<file path="src/rtl/carry_skip_sub32_pipe_if.sv">
// Operand/result handshake bundle for the pipelined carry-skip subtractor.
// slave is the subtractor's view; master is the operand source / result consumer view.
interface carry_skip_sub32_pipe_if #(
  parameter int WIDTH = 32
);
  logic             in_valid;
  logic             in_ready;
  logic [WIDTH-1:0] a;
  logic [WIDTH-1:0] b;
  logic             bin;
  logic             out_valid;
  logic             out_ready;
  logic [WIDTH-1:0] diff;
  logic             borrow;
  logic             ovf;
  logic             zero;

  modport slave (
    input  in_valid, a, b, bin, out_ready,
    output in_ready, out_valid, diff, borrow, ovf, zero
  );

  modport master (
    output in_valid, a, b, bin, out_ready,
    input  in_ready, out_valid, diff, borrow, ovf, zero
  );
endinterface

</file>
<file path="src/rtl/carry_skip_sub32_pipe.sv">
// Two-stage pipelined subtractor (diff = a + ~b + ~bin) built from carry-skip blocks:
// low half in stage 1, high half plus flags in stage 2, valid/ready on both sides.

// One ripple block whose carry-out bypasses the ripple when every bit propagates.
module carry_skip_sub32_pipe_blk #(
  parameter int BLOCK = 4
) (
  input  logic [BLOCK-1:0] x,
  input  logic [BLOCK-1:0] y,
  input  logic             cin,
  output logic [BLOCK-1:0] s,
  output logic             cout
);
  logic [BLOCK-1:0] p;
  logic             ripple_cout;

  assign p = x ^ y;

  always_comb begin
    logic c;
    c = cin;
    s = '0;
    for (int k = 0; k < BLOCK; k++) begin
      s[k] = p[k] ^ c;
      c    = (x[k] & y[k]) | (p[k] & c);
    end
    ripple_cout = c;
  end

  assign cout = (&p) ? cin : ripple_cout;
endmodule

module carry_skip_sub32_pipe #(
  parameter int WIDTH = 32,
  parameter int BLOCK = 4
) (
  input logic                    clk,
  input logic                    rst,
  carry_skip_sub32_pipe_if.slave bus
);
  localparam int HALF = WIDTH / 2;
  localparam int NB   = HALF / BLOCK;

  logic            s1_valid_reg;
  logic            s2_valid_reg;
  logic [HALF-1:0] diff_lo_reg;
  logic            c_mid_reg;
  logic [HALF-1:0] a_hi_reg;
  logic [HALF-1:0] b_hi_reg;
  logic [WIDTH-1:0] diff_reg;
  logic            borrow_reg;
  logic            ovf_reg;
  logic            zero_reg;

  logic s2_adv, s1_adv, in_ready, accept;

  assign s2_adv   = ~s2_valid_reg | bus.out_ready;
  assign s1_adv   = s1_valid_reg & s2_adv;
  assign in_ready = ~s1_valid_reg | s2_adv;
  assign accept   = bus.in_valid & in_ready;

  // Low half from the live operands, seeded with the inverted borrow-in.
  logic [HALF-1:0] d_lo;
  logic            c_lo [NB+1];
  assign c_lo[0] = ~bus.bin;

  // High half from the stage-1 registers, seeded with the registered mid carry.
  logic [HALF-1:0] d_hi;
  logic            c_hi [NB+1];
  assign c_hi[0] = c_mid_reg;

  genvar gi;
  generate
    for (gi = 0; gi < NB; gi++) begin : g_lo
      carry_skip_sub32_pipe_blk #(.BLOCK(BLOCK)) u_blk (
        .x    (bus.a[gi*BLOCK +: BLOCK]),
        .y    (~bus.b[gi*BLOCK +: BLOCK]),
        .cin  (c_lo[gi]),
        .s    (d_lo[gi*BLOCK +: BLOCK]),
        .cout (c_lo[gi+1])
      );
    end
    for (gi = 0; gi < NB; gi++) begin : g_hi
      carry_skip_sub32_pipe_blk #(.BLOCK(BLOCK)) u_blk (
        .x    (a_hi_reg[gi*BLOCK +: BLOCK]),
        .y    (~b_hi_reg[gi*BLOCK +: BLOCK]),
        .cin  (c_hi[gi]),
        .s    (d_hi[gi*BLOCK +: BLOCK]),
        .cout (c_hi[gi+1])
      );
    end
  endgenerate

  always_ff @(posedge clk) begin
    if (rst) begin
      s1_valid_reg <= 1'b0;
      s2_valid_reg <= 1'b0;
      diff_reg     <= '0;
      borrow_reg   <= 1'b0;
      ovf_reg      <= 1'b0;
      zero_reg     <= 1'b0;
    end else begin
      s1_valid_reg <= accept | (s1_valid_reg & ~s2_adv);
      s2_valid_reg <= s1_adv | (s2_valid_reg & ~bus.out_ready);
      if (accept) begin
        diff_lo_reg <= d_lo;
        c_mid_reg   <= c_lo[NB];
        a_hi_reg    <= bus.a[WIDTH-1:HALF];
        b_hi_reg    <= bus.b[WIDTH-1:HALF];
      end
      if (s1_adv) begin
        diff_reg   <= {d_hi, diff_lo_reg};
        borrow_reg <= ~c_hi[NB];
        ovf_reg    <= (a_hi_reg[HALF-1] != b_hi_reg[HALF-1]) && (d_hi[HALF-1] != a_hi_reg[HALF-1]);
        zero_reg   <= ~|diff_lo_reg & ~|d_hi;
      end
    end
  end

  assign bus.in_ready  = in_ready;
  assign bus.out_valid = s2_valid_reg;
  assign bus.diff      = diff_reg;
  assign bus.borrow    = borrow_reg;
  assign bus.ovf       = ovf_reg;
  assign bus.zero      = zero_reg;
endmodule

</file>
<file path="src/flat_wrapper.sv">
// flat-port wrapper written by rule: the top's interface ports become plain ports
module carry_skip_sub32_pipe_flat 
#(
  parameter int WIDTH = 32,
  parameter int BLOCK = 4
)
  (clk, rst, bus_in_valid, bus_a, bus_b, bus_bin, bus_out_ready, bus_in_ready, bus_out_valid, bus_diff, bus_borrow, bus_ovf, bus_zero);
  carry_skip_sub32_pipe_if #(.WIDTH(WIDTH)) bus_i ();
  input logic clk;
  input logic rst;
  input wire logic [$bits(bus_i.in_valid)-1:0] bus_in_valid;
  input wire logic [$bits(bus_i.a)-1:0] bus_a;
  input wire logic [$bits(bus_i.b)-1:0] bus_b;
  input wire logic [$bits(bus_i.bin)-1:0] bus_bin;
  input wire logic [$bits(bus_i.out_ready)-1:0] bus_out_ready;
  output wire logic [$bits(bus_i.in_ready)-1:0] bus_in_ready;
  output wire logic [$bits(bus_i.out_valid)-1:0] bus_out_valid;
  output wire logic [$bits(bus_i.diff)-1:0] bus_diff;
  output wire logic [$bits(bus_i.borrow)-1:0] bus_borrow;
  output wire logic [$bits(bus_i.ovf)-1:0] bus_ovf;
  output wire logic [$bits(bus_i.zero)-1:0] bus_zero;
  assign bus_i.in_valid = bus_in_valid;
  assign bus_i.a = bus_a;
  assign bus_i.b = bus_b;
  assign bus_i.bin = bus_bin;
  assign bus_i.out_ready = bus_out_ready;
  assign bus_in_ready = bus_i.in_ready;
  assign bus_out_valid = bus_i.out_valid;
  assign bus_diff = bus_i.diff;
  assign bus_borrow = bus_i.borrow;
  assign bus_ovf = bus_i.ovf;
  assign bus_zero = bus_i.zero;
  carry_skip_sub32_pipe #(.WIDTH(WIDTH), .BLOCK(BLOCK)) u_core (.clk(clk), .rst(rst), .bus(bus_i));
endmodule
</file>
<file path="config.mk">
export PLATFORM = sky130hd
export DESIGN_NAME = carry_skip_sub32_pipe_flat
export DESIGN_NICKNAME = d
export VERILOG_FILES = /design/src/rtl/carry_skip_sub32_pipe_if.sv /design/src/rtl/carry_skip_sub32_pipe.sv /design/src/flat_wrapper.sv
export SDC_FILE = /design/constraint.sdc
export NUM_CORES = 1
export LEC_CHECK = 0
export CORE_ASPECT_RATIO = 1.5
export CORE_MARGIN = 5
export CORE_UTILIZATION = 35
export CTS_CLUSTER_SIZE = 25
export DETAILED_ROUTE_END_ITERATION = 7
export GPL_ROUTABILITY_DRIVEN = 1
export HOLD_SLACK_MARGIN = 0.15
export PLACE_DENSITY = 0.56
export SLEW_MARGIN = 25
export SYNTH_ARGS = -nofsm -noshare
export SYNTH_HDL_FRONTEND = slang
export SYNTH_SLANG_ARGS = --single-unit
</file>
<file path="constraint.sdc">
create_clock -name clk -period 23.3 [get_ports clk]
set_input_delay 4.66 -clock clk [delete_from_list [all_inputs] [get_ports clk]]
set_output_delay 4.66 -clock clk [all_outputs]
set_load 0.1 [all_outputs]
</file>
# Yosys cells after proc, flatten, opt, wreduce, memory -nomap -nowiden
# Cells that the tools add are included.
# totals
register_bits,86
input_bits,69
# classes
eq_ne,2
n_mux,8
n_bitwise,160
n_reduce_logical,14
# op_table
operator,count
$and 1x1->1,69
$or 1x1->1,36
$not 4->4,8
$reduce_and 4->1,8
$reduce_or 16->1,2
$xor 1x1->1,32
$xor 4x4->4,8
$mux 1,8
$not 1->1,7
$logic_not 1->1,2
$ne 1x1->1,2
$reduce_and 2->1,1
$logic_and 1x1->1,1

# Logic depth before layout (Yosys ltp)
# logic_depth
ltp_word,39
mapped_depth,28
ltp_nobuf,28

# Hierarchy
# Synthesis repeated with hierarchy kept, for this count alone.
# unflattened
cells_unflattened,409
area_unflattened_um2,4396.7
# modules_own_cells
mod,instances,cells_each,area_each_um2
carry_skip_sub32_pipe,1,257,2955.3
carry_skip_sub32_pipe_blk,8,19,180.2

# Worst setup path after synthesis
# Ideal clock, no wire load.
# synth_timing
path_type,input port to flip-flop
start,input port bus_bin
end,register u_core.diff_lo_reg[15] (data pin)
setup_ns,0.269
arrival_ns,11.578
required_time_ns,23.031
setup_slack_ns,11.453
stages,20
path_buffers,0
path_cell_list,fa_1 > fa_1 > fa_1 > fa_1 > mux2_4 > fa_1 > fa_1 > fa_1 > fa_1 > mux2_4 > fa_1 > fa_1 > fa_1 > fa_1 > mux2_2 > fa_1 > fa_1 > fa_1 > inv_1 > fa_1
# synth_between
elab_chain_len,35
# synth_rtl
element,line_no,rtl
"start, declared",flat_wrapper.sv:14,input wire logic [$bits(bus_i.bin)-1:0] bus_bin;
$not 1->1 *,carry_skip_sub32_pipe.sv:65,assign c_lo[0] = ~bus.bin;
$and 1x1->1,carry_skip_sub32_pipe.sv:25,c = (x[k] & y[k]) | (p[k] & c);
$or 1x1->1,carry_skip_sub32_pipe.sv:25,
$and 1x1->1,carry_skip_sub32_pipe.sv:25,
$or 1x1->1,carry_skip_sub32_pipe.sv:25,
$and 1x1->1,carry_skip_sub32_pipe.sv:25,
$or 1x1->1,carry_skip_sub32_pipe.sv:25,
$and 1x1->1,carry_skip_sub32_pipe.sv:25,
[... 20 more ...],n/a,
$and 1x1->1 *,carry_skip_sub32_pipe.sv:25,
$or 1x1->1 *,carry_skip_sub32_pipe.sv:25,
$and 1x1->1 *,carry_skip_sub32_pipe.sv:25,
$or 1x1->1 *,carry_skip_sub32_pipe.sv:25,
$and 1x1->1 *,carry_skip_sub32_pipe.sv:25,
$or 1x1->1 *,carry_skip_sub32_pipe.sv:25,
$xor 1x1->1 *,carry_skip_sub32_pipe.sv:24,s[k] = p[k] ^ c;
named net u_core.d_lo[15],carry_skip_sub32_pipe.sv:63,logic [HALF-1:0] d_lo;
"end signal, assigned",carry_skip_sub32_pipe.sv:106,diff_lo_reg <= d_lo;
"end, declared",carry_skip_sub32_pipe.sv:46,logic [HALF-1:0] diff_lo_reg;
# The timed path passes the listed nets; every way through them passes the cells marked *.
# A chain may end at the register's enable or synchronous reset.

# Worst setup path after layout
# layout_timing
start,input port bus_a[0]
end,register u_core.diff_lo_reg[15] (data pin)
# layout_between
elab_chain_len,35
elab_cells_between_ends,37
# layout_rtl
element,line_no,rtl
"start, declared",flat_wrapper.sv:12,input wire logic [$bits(bus_i.a)-1:0] bus_a;
$xor 4x4->4,carry_skip_sub32_pipe.sv:17,assign p = x ^ y;
$and 1x1->1,carry_skip_sub32_pipe.sv:25,
$or 1x1->1,carry_skip_sub32_pipe.sv:25,
$and 1x1->1,carry_skip_sub32_pipe.sv:25,
$or 1x1->1,carry_skip_sub32_pipe.sv:25,
$and 1x1->1,carry_skip_sub32_pipe.sv:25,
$or 1x1->1,carry_skip_sub32_pipe.sv:25,
$and 1x1->1,carry_skip_sub32_pipe.sv:25,
[... 20 more ...],n/a,
$and 1x1->1 *,carry_skip_sub32_pipe.sv:25,
$or 1x1->1 *,carry_skip_sub32_pipe.sv:25,
$and 1x1->1 *,carry_skip_sub32_pipe.sv:25,
$or 1x1->1 *,carry_skip_sub32_pipe.sv:25,
$and 1x1->1 *,carry_skip_sub32_pipe.sv:25,
$or 1x1->1 *,carry_skip_sub32_pipe.sv:25,
$xor 1x1->1 *,carry_skip_sub32_pipe.sv:24,
named net u_core.d_lo[15],carry_skip_sub32_pipe.sv:63,
# Marked as above.

==> flow_metrics.env <==
export IMPL_status="completed"
export IMPL_io_pins=106
export IMPL_synth_area_leaders="edfxtp_1 (34%), dfxtp_1 (17%), fa_1 (15%), ha_1 (9.2%), inv_1 (6.9%)"
export IMPL_syn_area_per_cell_um2=11.6
export IMPL_cts_hold_buf=0
export IMPL_num_vias=2865
export IMPL_grt_pass1_vias=3158
export IMPL_area_delta_synth_final_pct=35.0
export IMPL_grt_first_pass_wirelength_um=15100
export IMPL_multi_input_area_mm2=0.00178
export IMPL_crit_top_cell="fa_1"
export IMPL_largest_reg_flops=32
export IMPL_dp_hpwl_um=7350
export IMPL_path_max_fanout=3
export IMPL_diodes=0
export IMPL_yosysTopAreaCellShare_pct=33.9
export IMPL_io_buffer_count=105
export IMPL_startpoint_type="input pin"
export IMPL_clock_latency_ps=330
export IMPL_path_class="input pin to flip-flop"
export IMPL_critPathRequiredTime_ps=23370
export IMPL_slowest_stage="clkdlybuf4s50_1"
export IMPL_slowest_delay_ps=480
export IMPL_dieWidth_um=101
export IMPL_yosysWarnings=0
export IMPL_cts_root_buf="clkbuf_16"
export IMPL_synth_area_mm2=0.00434
export IMPL_period_share_pct=52.8
export IMPL_grt_use_total_pct=13.1
export IMPL_grt_max_degree=51
export IMPL_wl_um=9120
export IMPL_num_rows=49
export IMPL_drv_cap=0
export IMPL_period_needed_ps=12300
export IMPL_crit_buf_inv=3
export IMPL_dieArea_mm2=0.0148
export IMPL_cts_buffer_depth=2
export IMPL_cts_sinks=86
export IMPL_setup_viol=0
export IMPL_leakage_nw=2.42
export IMPL_rrSetupSlack_ps=13960
export IMPL_layout_common_cells="clkdlybuf4s50_1 (105), inv_1 (80), edfxtp_1 (49)"
export IMPL_fill_cells=1107
export IMPL_layout_commonest_cell="clkdlybuf4s50_1"
export IMPL_drt_pass1_iterations=4
export IMPL_rsz0062_at_grt="false"
export IMPL_synth_distinct_cells=31
export IMPL_seqCellArea_mm2=0.00221
export IMPL_post_cts_resized=0
export IMPL_core_mm2=0.0121
export IMPL_gp_congestion=0.783
export IMPL_post_route_drc_count=0
export IMPL_drive_gt1_share_pct=4.12
export IMPL_finalPower_mw=0.402
export IMPL_hold_class="flip-flop to flip-flop"
export IMPL_initial_utilization_pct=35.9
export IMPL_syn_num_nets=507
export IMPL_cts_buffers=9
export IMPL_cts_tree="yes"
export IMPL_cp_end_kind="flip-flop"
export IMPL_via_per_inst=4.49
export IMPL_h_tree_depth=3
export IMPL_crit_path_cell_trace="clkdlybuf4s50_1 -> inv_1 -> fa_1 -> fa_1 -> fa_1 -> fa_1 -> mux2_4 -> fa_1 -> fa_1 -> fa_1 -> fa_1 -> mux2_4 -> fa_1 -> fa_1 -> fa_1 -> fa_1 -> mux2_2 -> fa_1 -> fa_1 -> fa_1 -> inv_1 -> fa_1"
export IMPL_clk_pin_slew_worst_paths_ps=60
export IMPL_synthCells=374
export IMPL_finalSetupTns_ps=0
export IMPL_wl_per_cell_um=14.3
export IMPL_ant_nets=0
export IMPL_ys_ff_latch=86
export IMPL_yosysSeqAreaShare_pct=51.0
export IMPL_finClkSkew_ps=7.89
export IMPL_peakVddDrop_mv=0.0304
export IMPL_cp_top_family="adder cells"
export IMPL_postCtsSetupBuffers=0
export IMPL_final_nets=613
export IMPL_netlist_top_cell_by_area="edfxtp_1"
export IMPL_slew_limit_headroom_pct=29.5
export IMPL_die_y_um=146
export IMPL_drt_initial_drc_count=116
export IMPL_cp_data_arrival_time_ps=12370
export IMPL_cellPowerDensity_mw_per_mm2=68.6
export IMPL_grt_overflow_total=0
export IMPL_worstMarginPinSlew_ps=1050
export IMPL_hold_viol_final=0
export IMPL_antenna_found_initial=0
export IMPL_fmax_mhz=81.3
export IMPL_slew_violations=0
-- final cells by class --
cell class                      instances  area share, %
Sequential cell                        86           37.8
Clock buffer                           12           4.04
Clock inverter                          4          0.812
Timing Repair Buffer                  107           18.5
Tap cell                              153           3.27
Multi-Input combinational cell        196           30.4
Inverter                               80           5.13
-- power by group --
| part | leakage, nW | internal, mW | switching [mW] |
|---|---|---|---|
| logic | 1.52 | 0.0322 | 0.0554 |
| registers | 0.763 | 0.172 | 0.00531 |
| clock network | 0.138 | 0.0828 | 0.0542 |
-- final timing paths --
check             cells after the start           startpoint                      to
hold reg to reg                       2  u_core.bus.diff[16]     u_core.bus.diff[16]
setup reg to reg                     28   u_core.b_hi_reg[0]         u_core.bus.zero
hold / removal                        2  u_core.bus.diff[16]     u_core.bus.diff[16]
setup / recovery                     22             bus_a[0]  u_core.diff_lo_reg[15]
-- stage by stage --
stage	hold WS (ps)	utilization [%]	setup slack [ps]	instances	area, um2
CTS	461	48.3	10950	637	5830
global route	482	48.5	10770	638	5860
floorplan	496	-	11450	374	4340
global placement	448	45.9	10820	621	5540
finish	458	48.5	11000	638	5860
detailed placement	451	45.9	10610	621	5540
-- worst min-delay path, delay by kind of cell (launching register included) --
| kind | cells | cell delay, ps |
|---|---|---|
| AO/OA/AOI/OAI | 1 | 50 |
| flip-flops | 1 | 310 |
| AND/OR/NAND/NOR | 1 | 50 |
-- logic make-up after synthesis --
kind of cell    Yosys count  synth area share [%]
compound gates           43                  6.43
xor+xnor                  1                 0.202
fa+ha+maj                64                  24.0
buf+inv                  92                  8.19
flops                    86                  51.0
mux                       4                  1.18
simple gates             84                  9.00
-- cell usage after synthesis --
master    number
a41o_1         1
nor2b_1        2
a211oi_1      16
mux2_4         2
mux2i_1        1
edfxtp_1      49
nand3_1        1
nand4_1        9
a31oi_1        1
buf_2          5
and3b_1        1
nor4_1         5
inv_1         80
and4_1         3
dfxtp_1       37
nor2_1        22
o211ai_1       1
nor3b_1        1
a311o_1        1
xor2_1         1
nand2b_1       2
buf_4          1
a21oi_1       21
fa_1          32
mux2_2         1
nand4b_1       1
o21a_1         1
nand2_1       37
ha_1          32
o31ai_2        1
clkbuf_1       6
-- routing by layer --
layer | routed length (um) | vias up | GRT usage (%)
met3 | 627 | 12 | 3.82
li1 | - | 1412 | -
met4 | 194 | 0 | 5.46
met2 | 4920 | 73 | 23.4
met5 | 0 | - | 0
met1 | 3370 | 1368 | 14.2
Power figures use the tool's default switching activity.
